==> config.mk <==
export PLATFORM = sky130hd
export DESIGN_NAME = clock_divider_bank
export DESIGN_NICKNAME = d
export VERILOG_FILES = /design/src/rtl/clkgen_pkg.sv /design/src/rtl/clk_div_channel.sv /design/src/rtl/clock_divider_bank.sv
export SDC_FILE = /design/constraint.sdc
export NUM_CORES = 1
export LEC_CHECK = 0
export CAP_MARGIN = 20
export CELL_PAD_IN_SITES_DETAIL_PLACEMENT = 1
export CELL_PAD_IN_SITES_GLOBAL_PLACEMENT = 1
export CORE_MARGIN = 1
export CORE_UTILIZATION = 46
export CTS_BUF_LIST = sky130_fd_sc_hd__clkbuf_4 sky130_fd_sc_hd__clkbuf_8
export DETAILED_ROUTE_END_ITERATION = 8
export PLACE_DENSITY = 0.77
export SYNTH_ARGS = -nofsm -noshare
export SYNTH_HDL_FRONTEND = slang
export SYNTH_SLANG_ARGS = --single-unit
export TNS_END_PERCENT = 5
==> constraint.sdc <==
create_clock -name clock -period 5.31 [get_ports clock]
set_clock_uncertainty 0.15 [all_clocks]
set_input_delay 1.062 -clock clock [delete_from_list [all_inputs] [get_ports clock]]
set_output_delay 1.062 -clock clock [all_outputs]
set_load 0.1 [all_outputs]
==> src/rtl/clkgen_pkg.sv <==
// Shared definitions for the divided-clock bank: config opcodes, default
// field width and the per-channel configuration record.
package clkgen_pkg;

    localparam logic OP_WRITE  = 1'b0;
    localparam logic OP_COMMIT = 1'b1;

    localparam int CNT_W_DEF = 8;

    // Channel configuration at the default field width.
    typedef struct packed {
        logic                 en;
        logic [CNT_W_DEF-1:0] half;
        logic [CNT_W_DEF-1:0] phase;
    } ch_cfg_t;

endpackage

==> src/rtl/clk_div_channel.sv <==
// One divided-clock channel: half-period counter, registered 50 % clock,
// rising-edge tick and a sticky "has ticked" flag used for lock detection.
// The en/half/phase inputs are the channel's next-active configuration, so on
// the load strobe the freshly committed phase seeds the counter in that edge.
module clk_div_channel
    import clkgen_pkg::*;
#(
    parameter int CNT_W = CNT_W_DEF
) (
    input  logic             clock,
    input  logic             reset,
    input  logic             load,
    input  logic             en,
    input  logic [CNT_W-1:0] half,
    input  logic [CNT_W-1:0] phase,
    output logic             div_clk,
    output logic             tick,
    output logic             seen_tick
);

    logic [CNT_W-1:0] cnt_q, cnt_d;
    logic             div_q, div_d;
    logic             tick_q, tick_d;
    logic             seen_q, seen_d;

    // Counter advance, wrap-and-toggle at H-1, restart on load, hold at zero when disabled.
    always_comb begin
        cnt_d  = cnt_q;
        div_d  = div_q;
        tick_d = 1'b0;
        seen_d = seen_q | tick_q;
        if (load) begin
            cnt_d  = phase;
            div_d  = 1'b0;
            seen_d = 1'b0;
        end else if (!en) begin
            cnt_d = '0;
            div_d = 1'b0;
        end else if (cnt_q == half - CNT_W'(1)) begin
            cnt_d  = '0;
            div_d  = ~div_q;
            tick_d = ~div_q;
        end else begin
            cnt_d = cnt_q + CNT_W'(1);
        end
    end

    // Channel state register.
    always_ff @(posedge clock or posedge reset) begin
        if (reset) begin
            cnt_q  <= '0;
            div_q  <= 1'b0;
            tick_q <= 1'b0;
            seen_q <= 1'b0;
        end else begin
            cnt_q  <= cnt_d;
            div_q  <= div_d;
            tick_q <= tick_d;
            seen_q <= seen_d;
        end
    end

    assign div_clk   = div_q;
    assign tick      = tick_q;
    assign seen_tick = seen_q;

endmodule

==> src/rtl/clock_divider_bank.sv <==
// Bank of NUM_CH independent clock dividers. Settings are staged per channel
// in shadow registers via WRITE beats and copied to every channel on the same
// edge by a COMMIT, keeping the derived clocks phase-aligned.
module clock_divider_bank
    import clkgen_pkg::*;
#(
    parameter int NUM_CH       = 4,
    parameter int CNT_W        = CNT_W_DEF,
    parameter int DEFAULT_HALF = 4
) (
    input  logic              clock,
    input  logic              reset,
    input  logic              cfg_valid,
    output logic              cfg_ready,
    input  logic              cfg_op,
    input  logic [3:0]        cfg_ch,
    input  logic              cfg_en,
    input  logic [CNT_W-1:0]  cfg_half,
    input  logic [CNT_W-1:0]  cfg_phase,
    output logic              cfg_err,
    output logic [NUM_CH-1:0] div_clk,
    output logic [NUM_CH-1:0] tick,
    output logic              locked
);

    typedef struct packed {
        logic             en;
        logic [CNT_W-1:0] half;
        logic [CNT_W-1:0] phase;
    } cfg_t;

    localparam cfg_t CFG_RESET = {1'b1, CNT_W'(DEFAULT_HALF), {CNT_W{1'b0}}};

    cfg_t shadow_q [NUM_CH];
    cfg_t shadow_d [NUM_CH];
    cfg_t active_q [NUM_CH];
    cfg_t active_d [NUM_CH];

    logic commit_pending_q, commit_pending_d;
    logic cfg_ready_q, cfg_ready_d;
    logic cfg_err_q, cfg_err_d;
    logic locked_q, locked_d;

    logic accept;
    logic apply;
    logic wr_bad;

    logic [NUM_CH-1:0] ch_div;
    logic [NUM_CH-1:0] ch_tick;
    logic [NUM_CH-1:0] ch_seen;
    logic [NUM_CH-1:0] en_vec;

    assign accept = cfg_valid & cfg_ready_q;
    assign apply  = commit_pending_q;
    assign wr_bad = (cfg_half == '0) || (cfg_phase >= cfg_half) || (int'(cfg_ch) >= NUM_CH);

    // Config port: stage WRITEs into shadows, flag bad WRITEs, arm and apply COMMITs.
    always_comb begin
        shadow_d         = shadow_q;
        active_d         = active_q;
        commit_pending_d = commit_pending_q;
        cfg_err_d        = 1'b0;
        if (apply) begin
            active_d         = shadow_q;
            commit_pending_d = 1'b0;
        end
        if (accept) begin
            if (cfg_op == OP_COMMIT) begin
                commit_pending_d = 1'b1;
            end else if (wr_bad) begin
                cfg_err_d = 1'b1;
            end else begin
                for (int i = 0; i < NUM_CH; i++) begin
                    if (cfg_ch == 4'(i)) begin
                        shadow_d[i] = {cfg_en, cfg_half, cfg_phase};
                    end
                end
            end
        end
        cfg_ready_d = ~commit_pending_d;
    end

    // Lock: every enabled channel has ticked (a tick this cycle counts) since reset/commit.
    always_comb begin
        en_vec = '0;
        for (int i = 0; i < NUM_CH; i++) begin
            en_vec[i] = active_q[i].en;
        end
        locked_d = apply ? 1'b0 : &(ch_seen | ch_tick | ~en_vec);
    end

    // Config, active settings and status registers.
    always_ff @(posedge clock or posedge reset) begin
        if (reset) begin
            for (int i = 0; i < NUM_CH; i++) begin
                shadow_q[i] <= CFG_RESET;
                active_q[i] <= CFG_RESET;
            end
            commit_pending_q <= 1'b0;
            cfg_ready_q      <= 1'b1;
            cfg_err_q        <= 1'b0;
            locked_q         <= 1'b0;
        end else begin
            shadow_q         <= shadow_d;
            active_q         <= active_d;
            commit_pending_q <= commit_pending_d;
            cfg_ready_q      <= cfg_ready_d;
            cfg_err_q        <= cfg_err_d;
            locked_q         <= locked_d;
        end
    end

    for (genvar g = 0; g < NUM_CH; g++) begin : g_ch
        clk_div_channel #(
            .CNT_W (CNT_W)
        ) u_ch (
            .clock     (clock),
            .reset     (reset),
            .load      (apply),
            .en        (active_d[g].en),
            .half      (active_d[g].half),
            .phase     (active_d[g].phase),
            .div_clk   (ch_div[g]),
            .tick      (ch_tick[g]),
            .seen_tick (ch_seen[g])
        );
    end

    assign div_clk   = ch_div;
    assign tick      = ch_tick;
    assign cfg_ready = cfg_ready_q;
    assign cfg_err   = cfg_err_q;
    assign locked    = locked_q;

endmodule
Word-level counts from Yosys, hierarchy flattened
Cells that the tools add are included.

cells by class
  add/subtract/negate cells = 8
  multipliers = 0
  div/mod/pow operators = 0
  order comparisons = 2
  equality and inequality tests = 11
  shift operators = 0
  mux-type cells = 47
  bitwise operators = 15
  reductions and logical operators = 9

operator list
  kind                   count
  $mux W8                12
  $mux W68               1
  $mux W1                34
  $add A8 B1 Y8 const B  4
  $eq A8 B8 Y1           4
  $sub A8 B1 Y8 const B  4
  $reduce_and A4 Y1      5
  $ne A3 B1 Y1 const B   4
  $eq A4 B2 Y1 const B   2
  $ge A8 B8 Y1           1
  $logic_not A8 Y1       1
  $or A4 B4 Y4           2
  $not A1 Y1             7
  $eq A4 B1 Y1 const B   1
  $ge A4 B3 Y1 const B   1
  $logic_not A4 Y1       1
  $not A4 Y4             1
  $or A1 B1 Y1           4
  $logic_or A1 B1 Y1     2
  $and A1 B1 Y1          1

storage, ports and cells
  flip-flop bits (word level) = 184
  latch bits = 0
  memory bits (writable) = 0
  memory bits (read-only) = 0
  bits of input ports = 25
  output and inout bits = 11
  logic and storage cells = 136
  memories kept = 0

Logic depth before layout (Yosys ltp)
  depth after elaboration = 6
  gate-level depth with buffers = 16
  mapped depth without buffers = 9

By module
Synthesis repeated with hierarchy kept, for this count alone.

second synthesis, totals
  cells, all modules = 693
  area total of the unflattened synthesis = 8,785.9 um^2

modules (own cells, without submodules)
  module              instances  cells an instance  area an instance (um^2)  sequential area each (um^2)
  clock_divider_bank  1          337                5,502.8                  3,524.6
  clk_div_channel     4          89                 820.8                    275.3

Least setup slack after synthesis
OpenSTA, ideal clock, no wires.

  path kind = in2reg
  start point = input port cfg_half[7]
  end point = register shadow_q[0] in the netlist's numbering
  setup time = 0.125 ns
  arrival = 3.207 ns
  data required time = 5.035 ns
  setup slack = 1.829 ns
  cell stages on the path = 7
  buffers on the path = 1
  path through = inv_1 ha_1 a2111oi_0 o211ai_1 nor4b_4 buf_6 mux2_2

between the ends
  longest elaborated chain between the ends = 5
  elaborated cells on any way between the ends = 6
  those cells by class = order compare: 1; bitwise: 1; reduce/logical: 4

RTL lines
  item                                              RTL line                   source
  from (decl)                                       clock_divider_bank.sv:18   input logic [CNT_W-1:0] cfg_half,
  $ge A8 B8 Y1 or $logic_not A8 Y1 (tied branches)  clock_divider_bank.sv:55   assign wr_bad = (cfg_half == '0) || (cfg_phase >= cfg_half) || (int'(cfg_ch) >= NUM_CH);
  $logic_or A1 B1 Y1 (*) (2 in series)              clock_divider_bank.sv:55
  $not A1 Y1 (no line) (*)                          --
  $reduce_and A4 Y1 (no line) (*)                   --
  to (signal assigned)                              clock_divider_bank.sv:104  shadow_q <= shadow_d;
  to (decl)                                         clock_divider_bank.sv:34   cfg_t shadow_q [NUM_CH];

Every way passes the cells marked *; elsewhere a longest branch is shown, timed or not.
A chain may end at the register's enable or synchronous reset.

Worst setup path in the final report
  start point = input port cfg_half[7]
  end point = register shadow_q[8] in the netlist's numbering

The elaborated chain is that of the path after synthesis.

==> summary.txt <==
EDFF count, synth - 0
first-pass GRT wire length - 28800 µm
# DRC - 0
final hold violations - 0
final net count - 705
GPL Wtd Cong - 0.812
register area - 3830 µm²
r2r startpoint - apply
total gr overflow - 0
hold path cells - 2
largest area contributor in the netlist - dfrtp_1
largest net degree at the start of global routing - 120
worst-path fanout max - 9
Final ANT Viol Nets - 0
post-CTS resize count - 0
Max Clk Rate - 254 MHz
WHS Endpoint - active_q[67]
r2r worst-path depth - 7
mean post-synth cell area - 11.9 µm²
Syn Inst Count - 621
DP HPWL - 12100 µm
# hold bufs at CTS - 0
Seq/Total Area, Yosys - 51.6%
max-cap violation count - 0
initial antenna violation count - 0
fill count - 1660
fraction of layout cells with a size suffix above 1 - 24.1%
aggregate routed wire length - 17400 µm
Synth area leaders - dfrtp_1, mux2_2, dfstp_2
CTS clk-pin slew, worst paths - 0.08 ns
CTS buffer count - 17
worst rel slew slack - 35.1%
Layout Cells excl Fill - 893
initial core utilization - 46.8%
Synth cell types - 54
Tot Pwr - 0.00251 W
most frequent cell after synthesis - dfrtp_1
Max Slew Vio Count - 0
R2R Path End - g_ch[3].u_ch.cnt_q[3]
Core Area - 15800 µm²
vias in the first global route - 5321
footprint of the multi-input gates - 3270 µm²
synth warn - 0
clock tree root driver cell - clkbuf_8
CTS tree - built
critical path class - input port to flip-flop
RSZ-0062 raised after global routing - false
ys async rst share - 100%
die extent in y - 129 µm
Pleak - 3.92 nW
critical path endpoint category - flip-flop
via/cell ratio - 5.42
area share of the largest cell type after synthesis - 45.6%
worst hold-check path type - flip-flop to flip-flop
# port buffers - 35
H-tree levels - 4
Mapped Nets - 662
Critical Path Start Type - input port
Die Span X - 129 µm
register bit count reported by yosys - 152
synthesized area - 7410 µm²
Sink Count - 152
final setup fails - 0
post-detailed-route wirelength per cell - 19.5 µm
status - completed
diode count - 0
PD cells - 299 nW/µm²
dpl cells - 860
Worst R2R Setup Slack - 1.58 ns
Top FF cell, synth - dfrtp_1
Post-CTS Setup Bufs - 0
min Tclk post-route - 3.94 ns
Die Area - 16600 µm²
Fin Setup TNS - 0 ns
Worst Hold Launch - shadow_q[67]
total track usage - 23.3%
Critical Path RT - 5.52 ns
io pins - 36
Clock Latency Late Sink - 0.47 ns
worst path arrival time - 4.15 ns
Worst VDD drop - 0.148 mV
clock buffer depth - 2
list of most frequent post-synthesis cells - dfrtp_1, mux2_2, nand2_1
drt first pass iters - 5
Area Overhead vs Synth - 13.3%
Row Count - 46
Final period util - 74.3%
transition time of the tightest slew-check pin - 0.970 ns
vias - 4843
Starting DRT DRC Count - 174
## flip-flops by register name, summed over array words and instances, names as in the netlist
signal	count
cfg_err	1
shadow_q	68
g_ch.u_ch.div_clk	4
locked	1
g_ch.u_ch.tick	4
apply	1
active_q	36
g_ch.u_ch.cnt_q	32
g_ch.u_ch.seen_tick	4
cfg_ready	1
## logic make-up after synthesis
kind of cell,after synthesis,synth area share [%]
AO/OA/AOI/OAI,68,5.64
XOR/XNOR,76,9.37
adder cells (fa/ha/maj),16,2.70
buffers and inverters,58,4.19
flip-flops,152,51.6
multiplexers,100,14.9
AND/OR/NAND/NOR,151,11.5
## where the power goes
part / internal, W / total, W / leakage, nW / switching [W]
registers: 0.00122 / 0.00126 / 2.04 / 0.0000486
clock network: 0.000473 / 0.000916 / 0.201 / 0.000444
logic: 0.000147 / 0.000333 / 1.68 / 0.000185
total: 0.00184 / 0.00251 / 3.92 / 0.000678
## worst max path at each step
stage               depth (start not counted)  slack, ns         from            to
finish                                      8       1.37  cfg_half[7]   shadow_q[8]
global route                                8       1.18  cfg_half[7]   shadow_q[8]
CTS                                         8       1.39  cfg_half[7]   shadow_q[8]
detailed placement                          8       0.86  cfg_half[7]  shadow_q[11]
global placement                            8       0.96  cfg_half[7]  shadow_q[11]
floorplan                                   1       0.03        reset  active_q[11]
## area by class of cell
cell class / count / area share [%]
clock inverters: 10 / 1.40
repair buffers: 50 / 5.75
inverters: 32 / 1.49
multi-input cells: 411 / 39.0
flip-flops and latches: 152 / 45.6
well taps: 216 / 3.22
clock buffers: 22 / 3.53
## cell usage in the layout (no fill, tap or decap), types with 13 or more instances in the layout
cell	Yosys	layout
inv_1	32	31
nand3_1	13	13
clkdlybuf4s50_1	0	35
nor2_1	19	19
ha_1	16	16
buf_4	12	14
mux2_2	82	82
o21ai_0	43	43
dfstp_2	17	17
xnor2_1	39	39
nor3_1	17	17
dfrtp_1	135	134
nand2_1	47	47
clkbuf_8	0	21
xor2_1	35	35
mux2i_1	17	17
## critical path, cell delays in order
cell             delay [ns]
clkdlybuf4s50_1        0.57
inv_1                  0.07
ha_1                   0.30
a2111oi_0              0.39
o211ai_1               0.42
nor4b_4                0.69
buf_4                  0.29
mux2_2                 0.35
## per-layer routing
metal / track usage (%) / share of wire [%] / vias to the layer above
li1: - / - / 2213
met5: 0 / 0 / -
met3: 4.86 / 3.2 / 21
met4: 7.06 / 1.3 / 0
met2: 38.7 / 50 / 69
met1: 30.7 / 45 / 2540
## per-stage QoR
step | area (µm²) | hold slack [ns] | utilization (%) | setup slack (ns)
after detailed placement | 7950 | 0.322 | 50.2 | 0.862
after global placement | 7950 | 0.301 | 50.2 | 0.956
after floorplan | 7410 | 0.296 | - | 0.0330
after CTS | 8370 | 0.338 | 52.9 | 1.39
final | 8390 | 0.330 | 53.0 | 1.37
after global routing | 8390 | 0.344 | 53.0 | 1.18
(Power assumes the default switching activity.)
